## src/rtl/rf_read.sv

```systemverilog
// Beta register-fetch stage: 31-entry register file (R31 hard-wired zero),
// ALU/MEM/WB operand forwarding, load-use interlock and RF->ALU pipeline register.
module rf_read #(
  parameter logic [31:0] NOP_INSTR = 32'hC3FF0000
) (
  input  logic        clk,
  input  logic        rst,
  input  logic [31:0] ir,
  input  logic [31:0] pc,
  input  logic        ra2sel,
  input  logic        flush,
  input  logic        alu_we,
  input  logic [4:0]  alu_waddr,
  input  logic [31:0] alu_y,
  input  logic        alu_is_ld,
  input  logic        mem_we,
  input  logic [4:0]  mem_waddr,
  input  logic [31:0] mem_y,
  input  logic        mem_is_ld,
  input  logic        rf_w_en,
  input  logic [4:0]  rf_w_addr,
  input  logic [31:0] rf_w_data,
  output logic        stall,
  output logic [31:0] a_alu,
  output logic [31:0] b_alu,
  output logic [31:0] ir_alu,
  output logic [31:0] pc_alu
);

  localparam logic [4:0] R31 = 5'd31;

  typedef struct packed {
    logic [31:0] data;
    logic        ld_hit;
  } operand_t;

  logic [31:0] regs_q [31];

  logic [4:0]  ra_addr;
  logic [4:0]  rb_addr;
  logic [31:0] ra_arr;
  logic [31:0] rb_arr;
  operand_t    opa;
  operand_t    opb;

  logic [31:0] a_q,  a_d;
  logic [31:0] b_q,  b_d;
  logic [31:0] ir_q, ir_d;
  logic [31:0] pc_q, pc_d;

  // First matching source wins; a hit on a load stage means the data is not
  // yet available, so the caller must interlock rather than use it.
  function automatic operand_t select_operand(
    input logic [4:0]  addr,
    input logic [31:0] arr_val,
    input logic        a_we,  input logic [4:0] a_wa, input logic [31:0] a_y, input logic a_ld,
    input logic        m_we,  input logic [4:0] m_wa, input logic [31:0] m_y, input logic m_ld,
    input logic        w_en,  input logic [4:0] w_wa, input logic [31:0] w_d
  );
    operand_t r;
    r = '0;
    if (addr == R31) begin
      r.data   = '0;
      r.ld_hit = 1'b0;
    end else if (a_we && a_wa == addr) begin
      r.data   = a_y;
      r.ld_hit = a_ld;
    end else if (m_we && m_wa == addr) begin
      r.data   = m_y;
      r.ld_hit = m_ld;
    end else if (w_en && w_wa == addr) begin
      r.data   = w_d;
      r.ld_hit = 1'b0;
    end else begin
      r.data   = arr_val;
      r.ld_hit = 1'b0;
    end
    return r;
  endfunction

  always_comb begin
    ra_addr = ir[20:16];
    rb_addr = ra2sel ? ir[25:21] : ir[15:11];
    ra_arr  = (ra_addr == R31) ? '0 : regs_q[ra_addr];
    rb_arr  = (rb_addr == R31) ? '0 : regs_q[rb_addr];
  end

  always_comb begin
    opa = select_operand(ra_addr, ra_arr,
                         alu_we, alu_waddr, alu_y, alu_is_ld,
                         mem_we, mem_waddr, mem_y, mem_is_ld,
                         rf_w_en, rf_w_addr, rf_w_data);
    opb = select_operand(rb_addr, rb_arr,
                         alu_we, alu_waddr, alu_y, alu_is_ld,
                         mem_we, mem_waddr, mem_y, mem_is_ld,
                         rf_w_en, rf_w_addr, rf_w_data);
  end

  assign stall = ~flush & (opa.ld_hit | opb.ld_hit);

  always_ff @(posedge clk or posedge rst) begin
    if (rst) begin
      for (int unsigned i = 0; i < 31; i++) begin
        regs_q[i] <= '0;
      end
    end else if (rf_w_en && rf_w_addr != R31) begin
      regs_q[rf_w_addr] <= rf_w_data;
    end
  end

  always_comb begin
    pc_d = pc;
    ir_d = ir;
    a_d  = opa.data;
    b_d  = opb.data;
    if (flush || stall) begin
      ir_d = NOP_INSTR;
      a_d  = '0;
      b_d  = '0;
    end
  end

  always_ff @(posedge clk or posedge rst) begin
    if (rst) begin
      ir_q <= NOP_INSTR;
      a_q  <= '0;
      b_q  <= '0;
      pc_q <= '0;
    end else begin
      ir_q <= ir_d;
      a_q  <= a_d;
      b_q  <= b_d;
      pc_q <= pc_d;
    end
  end

  assign a_alu  = a_q;
  assign b_alu  = b_q;
  assign ir_alu = ir_q;
  assign pc_alu = pc_q;

endmodule
```

## config.mk

```make
export PLATFORM = sky130hd
export DESIGN_NAME = rf_read
export DESIGN_NICKNAME = d
export VERILOG_FILES = /design/src/rtl/rf_read.sv
export SDC_FILE = /design/constraint.sdc
export NUM_CORES = 2
export LEC_CHECK = 0
export ABC_AREA = 0
export CAP_MARGIN = 40
export CORE_MARGIN = 3
export CORE_UTILIZATION = 59
export DETAILED_ROUTE_END_ITERATION = 10
export PLACE_DENSITY = 0.79
export SLEW_MARGIN = 15
export SYNTH_ARGS = -nofsm -noshare
export SYNTH_HDL_FRONTEND = slang
export SYNTH_SLANG_ARGS = --single-unit
```

## constraint.sdc

```tcl
create_clock -name clk -period 52.3 [get_ports clk]
set_input_delay 15.69 -clock clk [delete_from_list [all_inputs] [get_ports clk]]
set_output_delay 15.69 -clock clk [all_outputs]
set_load 0.02 [all_outputs]
```

==> out/results.txt <==
status = finished, final reports clean
post-cts repair resize count = 0
Post-synth EDFFs = 0
PortBufs = 312
largest net degree at the start of global routing = 165
Seq/Total Area, Yosys = 47.8%
Crit path required time = 36.61 ns
top-count cell post-synth = dfrtp_1
CTS HTree Levels = 3
# nets final = 4,614
Crit. End Element = output port
Detailed Place HPWL = 107,000 um
critical path type = in -> out
Cells on Worst Hold Path = 1
commonest cells in the netlist = dfrtp_1, mux2_2, mux4_2
Synth Instances = 4,292
CP bufs+invs = 4
fin cells = 5,808
Post-CTS Setup Bufs = 0
Max FO, Critical Path = 33
hold path start = regs_q[399]
fmax = 28.4 MHz
R2R cell count = 5
syn nets = 4,476
cts hold-fix bufs = 0
GRT met1 Usage = 49.9%
FF-to-FF End = b_alu[4]
Netlist cell types = 54
initial core utilization = 60.1%
TNS Setup = 0 ns
Worst setup SP type = input port
die area = 103,000 um2
Synth Register Bits = 1,120
met2 usage = 55.3%
final setup fails = 0
Cell Rows = 114
vias per cell = 7.38
Layout fillers = 6,434
Arr. time, crit path = 19.55 ns
P_leak = 28.7 nW
grt ovf = 0
final hold viol count = 0
Crit. Startpoint = ra2sel
gpl congestion = 0.844
Worst-Margin Slew = 1.02 ns
max-slew violations = 0
Hold Path Class = reg -> reg
setup slack at placement = 17.17 ns
PD cells = 38.5 nW/um2
CTS max path bufs = 3
Worst VDD drop = 0.0000277 V
Routed WL = 194,000 um
post-DR wirelength/cell = 33.5 um
CTS tree = built
Die Span X = 321 um
area leader, netlist = dfrtp_1
crit path cell chain = clkdlybuf4s50_1 > buf_4 > mux2i_4 > xnor2_1 > nor4_2 > nand3_2 > buf_4 > mux2i_2 > a22oi_1 > nor2_1 > clkdlybuf4s50_1
DIE HEIGHT = 321 um
Yosys warnings = 0
DR iter-0 viols = 5,845
initial antenna violation count = 8
R2R setup slack = 50.02 ns
CTS Sinks = 1,120
Post-synth ARST share = 100%
Final min period = 35.24 ns
vias in the first global route = 43.4k
floorplan core area = 97,600 um2
post-route cell area = 67,900 um2
Final ANT Viol Nets = 0
drt pass-1 iters = 8
total number of vias = 42.9k
Post-DP Area = 63,400 um2
Syn Area/Cell = 13.7 um2
top cells by area, synth = dfrtp_1, mux2_2, mux4_2
Worst-path clk slew = 0.06 ns
Slew headroom = 31.7%
global-route wire length before repair = 287,000 um
area grow syn2layout = 15.8%
dominant synthesized flop cell = dfrtp_1
busiest metal layer after global routing = met2
DRC = 0
Num CTS Buffers = 116
Synth Cell Area = 58,600 um2
max-cap viol count = 0
reg2reg start = regs_q[804]
cell family with most CP delay = buffers and inverters
Placed Cells = 5,577
grt met3 use = 13.7%
share of cells above drive strength 1 = 41.6%
clk_lat worst skew = 0.71 ns
Clock Skews = 0.0199 ns
I/O Pins = 313
Worst Setup Slack, final = 17.06 ns
RSZ-0062 raised after global routing = no
Final Cycle Share = 67.4%
Max stage delay on crit path = 0.64 ns
post-synth top area share = 47.3%
root buf cell = clkbuf_16
Hold Path End = regs_q[399]
hold slack = 0.522 ns
gr usage total = 37.7%
crit path max-delay cell type = mux2i_4
metrics by stage:
stage | power (W) | util (%)
floorplan | 0.00152 | -
global placement | 0.00166 | 64.0
detailed placement | 0.00170 | 65.0
CTS | 0.00260 | 69.2
global route | 0.00270 | 69.6
finish | 0.00261 | 69.6
logic make-up (layout without fill, tap and decap cells):
logic type	count (synthesis)	in the layout	synth area share (%)
AOI/OAI and AO/OA	364	364	4.60
xor gates and xnor gates	30	30	0.448
buffers and inverters	454	691	3.49
DFF	1120	1120	47.8
muxes	1517	1517	37.6
other	0	3	0
and+or+nand+nor	807	807	6.00
worst max-delay path by stage:
stage / end / slack [ns] / cells after the start
after floorplan: a_alu[0] / 5.09 / 1
after global routing: stall / 16.95 / 11
after detailed placement: stall / 17.17 / 11
after CTS: stall / 17.15 / 11
after global placement: stall / 17.17 / 11
final: stall / 17.06 / 11
metal layers:
layer / vias up / wire (um) / part of all wire (%)
met4: 8 / 11500 / 5.9
li1: 16500 / - / -
met3: 804 / 28300 / 15
met5: - / 48 / 0.025
met2: 3519 / 85700 / 44
met1: 22000 / 69000 / 35
registers in the layout, summed over array words and instances, names as in the netlist:
| name | count |
|---|---|
| a_alu | 32 |
| b_alu | 32 |
| ir_alu | 32 |
| pc_alu | 32 |
| regs_q | 992 |
cell type report:
| cell class | count | area, um2 | share of cell area [%] |
|---|---|---|---|
| antenna | 3 | 7.51 | 0.0111 |
| clock buffer | 161 | 3390 | 4.99 |
| clock inverter | 56 | 806 | 1.19 |
| inverter | 3 | 18.8 | 0.0277 |
| multi-input combinational | 2718 | 28900 | 42.5 |
| sequential | 1120 | 28000 | 41.3 |
| tap | 1276 | 1600 | 2.35 |
| timing repair buffer | 471 | 5140 | 7.57 |
worst register-to-register path, delay by kind of cell, from the launching register on:
kind / cells / cell delay, ns
AOI/OAI and AO/OA: 4 / 1.22
muxes: 1 / 0.49
DFF: 1 / 0.40
where the power goes:
| part | internal (W) | switching [W] | leakage [nW] |
|---|---|---|---|
| Clock | 0.000545 | 0.000363 | 2.08 |
| Sequential | 0.00103 | 0.000120 | 14.3 |
| Combinational | 0.000314 | 0.000242 | 12.3 |
placed cells by master, fill, tap and decap left out, drive strengths merged, types with 19 or more instances in the layout:
| cell | count |
|---|---|
| a211oi | 32 |
| a221oi | 90 |
| a31oi | 62 |
| and2 | 23 |
| buf | 163 |
| bufinv | 19 |
| clkbuf | 161 |
| clkdlybuf4s50 | 308 |
| clkinv | 33 |
| dfrtp | 1108 |
| mux2 | 997 |
| mux2i | 75 |
| mux4 | 445 |
| nand2 | 411 |
| nand3 | 148 |
| nand4 | 32 |
| nor2 | 120 |
| nor3 | 36 |
| o2111ai | 30 |
| o21ai | 70 |
| o22ai | 32 |
| o311a | 32 |
(Power assumes the default switching activity.)
